## src/rtl/mole_pkg.sv

```systemverilog
// Shared definitions for the whack-a-mole game: sequencer state encoding and
// default mole-period constants used by the sequencer and display controller.
package mole_pkg;

  typedef enum logic [2:0] {
    IDLE = 3'd0,
    SEED = 3'd1,
    PLAY = 3'd2,
    HIT  = 3'd3,
    OVER = 3'd4
  } state_t;

  localparam logic [27:0] BASE_SPEED = 28'd50_000_000;
  localparam logic [27:0] SPEED_STEP = 28'd5_000_000;
  localparam logic [27:0] MIN_SPEED  = 28'd10_000_000;

endpackage

```

## src/rtl/mole_game_sequencer_rise_detect.sv

```systemverilog
// One-bit rising-edge detector: the input is registered once and an edge is
// reported while the registered value is 1 and its previous value was 0.
module rise_detect (
  input  logic clock,
  input  logic reset,
  input  logic i_in,
  output logic o_rise
);

  logic r_cur;
  logic r_prev;

  always_ff @(posedge clock) begin
    if (reset) begin
      r_cur  <= 1'b0;
      r_prev <= 1'b0;
    end else begin
      r_cur  <= i_in;
      r_prev <= r_cur;
    end
  end

  assign o_rise = r_cur & ~r_prev;

endmodule

```

## src/rtl/mole_game_sequencer.sv

```systemverilog
// Game FSM for the three-mole whack-a-mole: sequences the display controller,
// classifies key presses against the lit mole, and tracks score/misses/level.
module mole_game_sequencer #(
  parameter logic [27:0] BASE_SPEED     = mole_pkg::BASE_SPEED,
  parameter logic [27:0] SPEED_STEP     = mole_pkg::SPEED_STEP,
  parameter logic [27:0] MIN_SPEED      = mole_pkg::MIN_SPEED,
  parameter int unsigned HITS_PER_LEVEL = 5,
  parameter int unsigned MAX_MISSES     = 3
) (
  input  logic        clock,
  input  logic        reset,
  input  logic        start,
  input  logic [2:0]  key,
  input  logic [2:0]  mole,
  output logic        game,
  output logic        turnoff,
  output logic [27:0] speed,
  output logic [1:0]  seed,
  output logic [7:0]  score,
  output logic [3:0]  misses,
  output logic [3:0]  level,
  output logic        game_over,
  output logic [2:0]  dbg_state
);

  import mole_pkg::*;

  state_t      r_state;
  state_t      w_next;
  logic        w_start_edge;
  logic [2:0]  w_key_edge;
  logic        w_hit;
  logic        w_miss;
  logic [3:0]  w_misses_inc;
  logic [7:0]  w_hit_inc;
  logic        w_level_up;
  logic [28:0] w_floor;
  logic [27:0] w_speed_dn;

  logic        r_game;
  logic        r_turnoff;
  logic        r_game_over;
  logic [27:0] r_speed;
  logic [1:0]  r_seed;
  logic [1:0]  r_seed_cnt;
  logic [7:0]  r_score;
  logic [3:0]  r_misses;
  logic [3:0]  r_level;
  logic [7:0]  r_hit_cnt;

  rise_detect u_rise_start (
    .clock (clock), .reset (reset), .i_in (start), .o_rise (w_start_edge)
  );

  for (genvar g = 0; g < 3; g++) begin : g_key_rise
    rise_detect u_rise_key (
      .clock (clock), .reset (reset), .i_in (key[g]), .o_rise (w_key_edge[g])
    );
  end

  assign w_misses_inc = r_misses + 4'd1;
  assign w_hit_inc    = r_hit_cnt + 8'd1;
  assign w_level_up   = (w_hit_inc == 8'(HITS_PER_LEVEL));
  // Compare in 29 bits so MIN_SPEED + SPEED_STEP cannot overflow.
  assign w_floor      = {1'b0, MIN_SPEED} + {1'b0, SPEED_STEP};
  assign w_speed_dn   = ({1'b0, r_speed} < w_floor) ? MIN_SPEED : (r_speed - SPEED_STEP);

  always_comb begin
    w_next = r_state;
    w_hit  = 1'b0;
    w_miss = 1'b0;
    case (r_state)
      IDLE, OVER: if (w_start_edge) w_next = SEED;
      SEED:       w_next = PLAY;
      PLAY: begin
        if (w_start_edge) begin
          w_next = SEED;
        end else if (|w_key_edge) begin
          if ($onehot(w_key_edge) && |(w_key_edge & mole)) begin
            w_hit  = 1'b1;
            w_next = HIT;
          end else begin
            w_miss = 1'b1;
            if (w_misses_inc == 4'(MAX_MISSES)) w_next = OVER;
          end
        end
      end
      HIT:        w_next = PLAY;
      default:    w_next = IDLE;
    endcase
  end

  always_ff @(posedge clock) begin
    if (reset) r_state <= IDLE;
    else       r_state <= w_next;
  end

  // Outputs are registered from the next state so they line up with r_state.
  always_ff @(posedge clock) begin
    if (reset) begin
      r_game      <= 1'b0;
      r_turnoff   <= 1'b0;
      r_game_over <= 1'b0;
      r_speed     <= BASE_SPEED;
      r_seed      <= 2'b01;
      r_seed_cnt  <= 2'b01;
      r_score     <= 8'd0;
      r_misses    <= 4'd0;
      r_level     <= 4'd0;
      r_hit_cnt   <= 8'd0;
    end else begin
      r_seed_cnt  <= (r_seed_cnt == 2'b11) ? 2'b01 : (r_seed_cnt + 2'b01);
      r_game      <= (w_next == PLAY) || (w_next == HIT);
      r_turnoff   <= (w_next == HIT);
      r_game_over <= (w_next == OVER);
      if (r_state == SEED) begin
        r_seed    <= r_seed_cnt;
        r_score   <= 8'd0;
        r_misses  <= 4'd0;
        r_level   <= 4'd0;
        r_hit_cnt <= 8'd0;
        r_speed   <= BASE_SPEED;
      end
      if (w_hit) begin
        if (r_score != 8'hFF) r_score <= r_score + 8'd1;
        if (w_level_up) begin
          r_hit_cnt <= 8'd0;
          if (r_level != 4'hF) r_level <= r_level + 4'd1;
          r_speed <= w_speed_dn;
        end else begin
          r_hit_cnt <= w_hit_inc;
        end
      end
      if (w_miss) r_misses <= w_misses_inc;
    end
  end

  assign game      = r_game;
  assign turnoff   = r_turnoff;
  assign game_over = r_game_over;
  assign speed     = r_speed;
  assign seed      = r_seed;
  assign score     = r_score;
  assign misses    = r_misses;
  assign level     = r_level;
  assign dbg_state = r_state;

endmodule

```

## config.mk

```make
export PLATFORM = sky130hd
export DESIGN_NAME = mole_game_sequencer
export DESIGN_NICKNAME = d
export VERILOG_FILES = /design/src/rtl/mole_pkg.sv /design/src/rtl/mole_game_sequencer_rise_detect.sv /design/src/rtl/mole_game_sequencer.sv
export SDC_FILE = /design/constraint.sdc
export NUM_CORES = 1
export LEC_CHECK = 0
export BUFFER_PORTS_ARGS = -buffer_cell sky130_fd_sc_hd__buf_2
export CAP_MARGIN = 5
export CELL_PAD_IN_SITES_DETAIL_PLACEMENT = 1
export CELL_PAD_IN_SITES_GLOBAL_PLACEMENT = 1
export CORE_UTILIZATION = 38
export DETAILED_ROUTE_END_ITERATION = 16
export PLACE_DENSITY = 0.87
export SLEW_MARGIN = 20
export SYNTH_ARGS = -nofsm -noshare
export SYNTH_HDL_FRONTEND = slang
export SYNTH_SLANG_ARGS = --single-unit
```

## constraint.sdc

```tcl
create_clock -name clock -period 2.2 [get_ports clock]
set_input_delay 0.22 -clock clock [delete_from_list [all_inputs] [get_ports clock]]
set_output_delay 0.22 -clock clock [all_outputs]
set_load 0.01 [all_outputs]
```

==> impl_metrics.py <==
metrics = {
    "status": {
        "outcome": "complete, but fails checks",
        "violations": "setup timing",
    },
    "clock_network": {
        "cts_max_path_buffers": 2,
        "htree_levels": 3,
        "cts_buffers": 9,
        "path_clk_slew_ps": 90,
        "clock_tree.root_cell": "clkbuf_8",
        "clk_latency_ps": 370,
        "cts_tree": "done",
        "cts_sinks": 70,
    },
    "timing": {
        "relSlewSlack_pct": 59.89,
        "rsz0062_at_grt": "true",
        "finalSetupViolations": 23,
        "hold_viol_final": 0,
        "finalClockSkew_ps": 15.92,
        "tightest_slew_ps": 597.1,
        "fmax_ghz": 0.4263,
        "fin_ws_ps": -145.6,
        "period_share_pct": 106.6,
        "final.min_clock_period_ps": 2346,
        "fin_worst_hold_slack_ps": 63.82,
        "drv_slew": 0,
    },
    "placed_design": {
        "place.gp.congestion": 0.8918,
        "hpwlAfterDp_um": 8164,
        "placed_cell_area_mm2": 0.004253,
        "port_buffers": 60,
    },
    "worst_setup_path": {
        "crit_buf_inv": 1,
        "worstSetupPathType": "register to register",
        "critPathMaxFanout": 8,
        "worstPathCellList": "nor2b_4 -> ha_4 -> nor2b_4 -> mux2_4 -> and3_4 -> o211ai_4 -> buf_4 -> nand3_1 -> a31oi_2",
        "arrival_ps": 2610,
        "critPathTopFamily": "simple AND/OR/NAND/NOR gates",
        "cp-end-kind": "register",
        "cp_common_cell": "nor2b_4",
        "slowest_delay_ps": 340,
        "cp_data_required_time_ps": 2460,
        "cp-start-kind": "register",
        "cp_slowest_cell": "dfxtp_2",
    },
    "layout": {
        "drive_gt1_share_pct": 36.33,
        "postLayoutCellArea_mm2": 0.005025,
        "layout.nets": 559,
        "area_growth_pct": 38.05,
        "antennaDiodeCount": 0,
        "layout_commonest_cell": "dfxtp_1",
        "layout_common_cells": "dfxtp_1, buf_2, buf_4",
    },
    "pwr": {
        "comb_power_share_pct": 8.4,
        "ir_worst_vdd_v": 0.0003591,
        "p_clk_share_pct": 42.1,
        "sequentialPowerShare_pct": 49.5,
        "net-switching-power_mw": 0.7432,
        "p_leak_nw": 1.949,
        "p_per_area_mw_per_mm2": 527.6,
        "internal_power_mw": 1.908,
        "switching_share_pct": 28.03,
    },
    "logic_synthesis": {
        "synth_fp_nets": 460,
        "synth.distinct_cells": 64,
        "synth-main-ff-cell": "dfxtp_1",
        "yosys_warnings": 0,
        "async_reset_ff_share_pct": 0,
        "yosysSeqAreaShare_pct": 38.50,
        "synthCells": 441,
        "yosys.area.top_type": "dfxtp_1",
        "syn-cell-area_mm2": 0.003640,
        "ys_top_cells_by_area": "dfxtp_1, a21oi_1, nor2_1, ha_1, nand2_1",
        "synth_area_per_cell_um2": 8.253,
        "ys_seq_elements": 70,
        "synth_top_area_share_pct": 38.50,
        "synth_edf_count": 0,
    },
    "route": {
        "firstDrtPassIters": 5,
        "drt-met1-wl_um": 6170,
        "drc": 0,
        "dr_wl_met2_um": 8055,
        "finalWirelength_um": 16310,
        "wl_per_cell_um": 24.19,
        "drtIter0Drc": 434,
        "viasPerCell": 6.412,
        "vias": 4322,
        "wl_met3_um": 1121,
        "postRouteAntennaNets": 0,
        "top_layer_used": "met4",
    },
    "min_path": {
        "min_path_type": "primary input to register",
    },
    "global_routing": {
        "grt_use_total_pct": 29.29,
        "grt_pass1_vias": 4280,
        "grt-ovfl-total": 0,
        "grt_max_degree": 39,
        "grt_pass1_wl_um": 22670,
        "grt_antenna_before_repair": 0,
    },
    "die": {
        "die_area_mm2": 0.009974,
        "row_count": 35,
        "die_h_um": 99.87,
        "initial_core_util_pct": 39.39,
        "die_w_um": 99.87,
        "coreArea_mm2": 0.009240,
        "pin_count": 61,
    },
    "run": {
        "maxCapViolations": 0,
    },
}
[what timing repair did]
item / 4_1_cts / 5_1_grt
hold buffers: 0 / 0
buffers inserted: 7 / 9
gates resized for setup: 34 / 57
setup endpoints to repair: 48 / 45
endpoints found under the hold margin: 0 / 0
pin swaps: 12 / 22
cloned: 0 / 1
[sequential cells by signal (all words and copies together), names as in the netlist]
signal / flops
game_over: 1
turnoff: 1
r_hit_cnt: 8
u_rise_start.r_prev: 1
u_rise_start.r_cur: 1
speed: 28
seed: 2
misses: 4
level: 4
g_key_rise.u_rise_key.r_cur: 3
dbg_state: 3
g_key_rise.u_rise_key.r_prev: 3
r_seed_cnt: 2
score: 8
game: 1
[final cells by class]
type	count	area, um2
Fill cell	1083	4215
Multi-Input combinational cell	336	2451
Sequential cell	70	1410
Timing Repair Buffer	113	767.0
Tap cell	129	161.4
Clock buffer	10	127.6
Clock inverter	6	70.07
Inverter	10	37.54
[cells in the mapped netlist, types with 2 or more instances]
master	count
dfxtp_1	70
nor2_1	36
a21oi_1	34
nand2_1	32
nor3_1	22
nand3_1	21
o21ai_0	19
nor2b_1	17
clkbuf_1	14
nor4_1	12
a31oi_1	10
and3_1	10
ha_1	10
nand3b_1	10
a211oi_1	9
inv_1	9
buf_2	8
nor3b_1	8
nand2b_1	7
or3_1	7
o211ai_1	6
or2_2	5
xor2_1	4
and2_1	3
nand4_1	3
nand4b_1	3
o2111ai_1	3
o31ai_1	3
a2111oi_1	2
a211o_1	2
a21bo_2	2
a21o_1	2
a311oi_1	2
buf_6	2
o211a_1	2
o311ai_0	2
o41ai_1	2
or3b_2	2
[layer usage]
layer  vias up  global-route usage [%]
li1       1820                       -
met1      2121                   33.39
met2       290                   51.09
met3        91                   4.318
met4         0                   19.12
met5         -                       0
[final timing paths]
path / from / to / slack, ps / cells past startpoint
worst min-delay path: start / u_rise_start.r_cur / 60 / 2
worst max register to register: g_key_rise[2].u_rise_key.r_cur / speed[11] / -150 / 9
worst max-delay path: g_key_rise[2].u_rise_key.r_cur / speed[11] / -150 / 9
worst min register to register: r_seed_cnt[0] / r_seed_cnt[0] / 430 / 1
[power groups by stage]
stage	logic (mW)	clock network (mW)	registers, mW
floorplan	0.0924	0	1.34
global placement	0.153	0	1.33
detailed placement	0.164	0	1.34
CTS	0.187	1.10	1.31
global route	0.235	1.16	1.31
finish	0.223	1.12	1.31
[cells by family after synthesis]
family | synth area share [%]
flops | 38.50
simple gates | 30.90
compound gates | 20.90
mux | 0.9968
xor+xnor | 0.9624
fa+ha+maj | 3.438
buf+inv | 4.297
[stage by stage]
step	setup TNS (ps)	utilization, %	power [mW]	setup WS (ps)	std cells
after CTS	-76.54	50.44	2.591	-38.25	664
after global placement	-126.2	46.03	1.486	-58.92	641
after detailed placement	-3507	46.03	1.501	-353.9	641
final	-1020	54.38	2.651	-145.6	674
after global routing	-3056	54.38	2.710	-215.4	674
after floorplan	0	-	1.428	3.052	441
(Power assumes the default switching activity.)
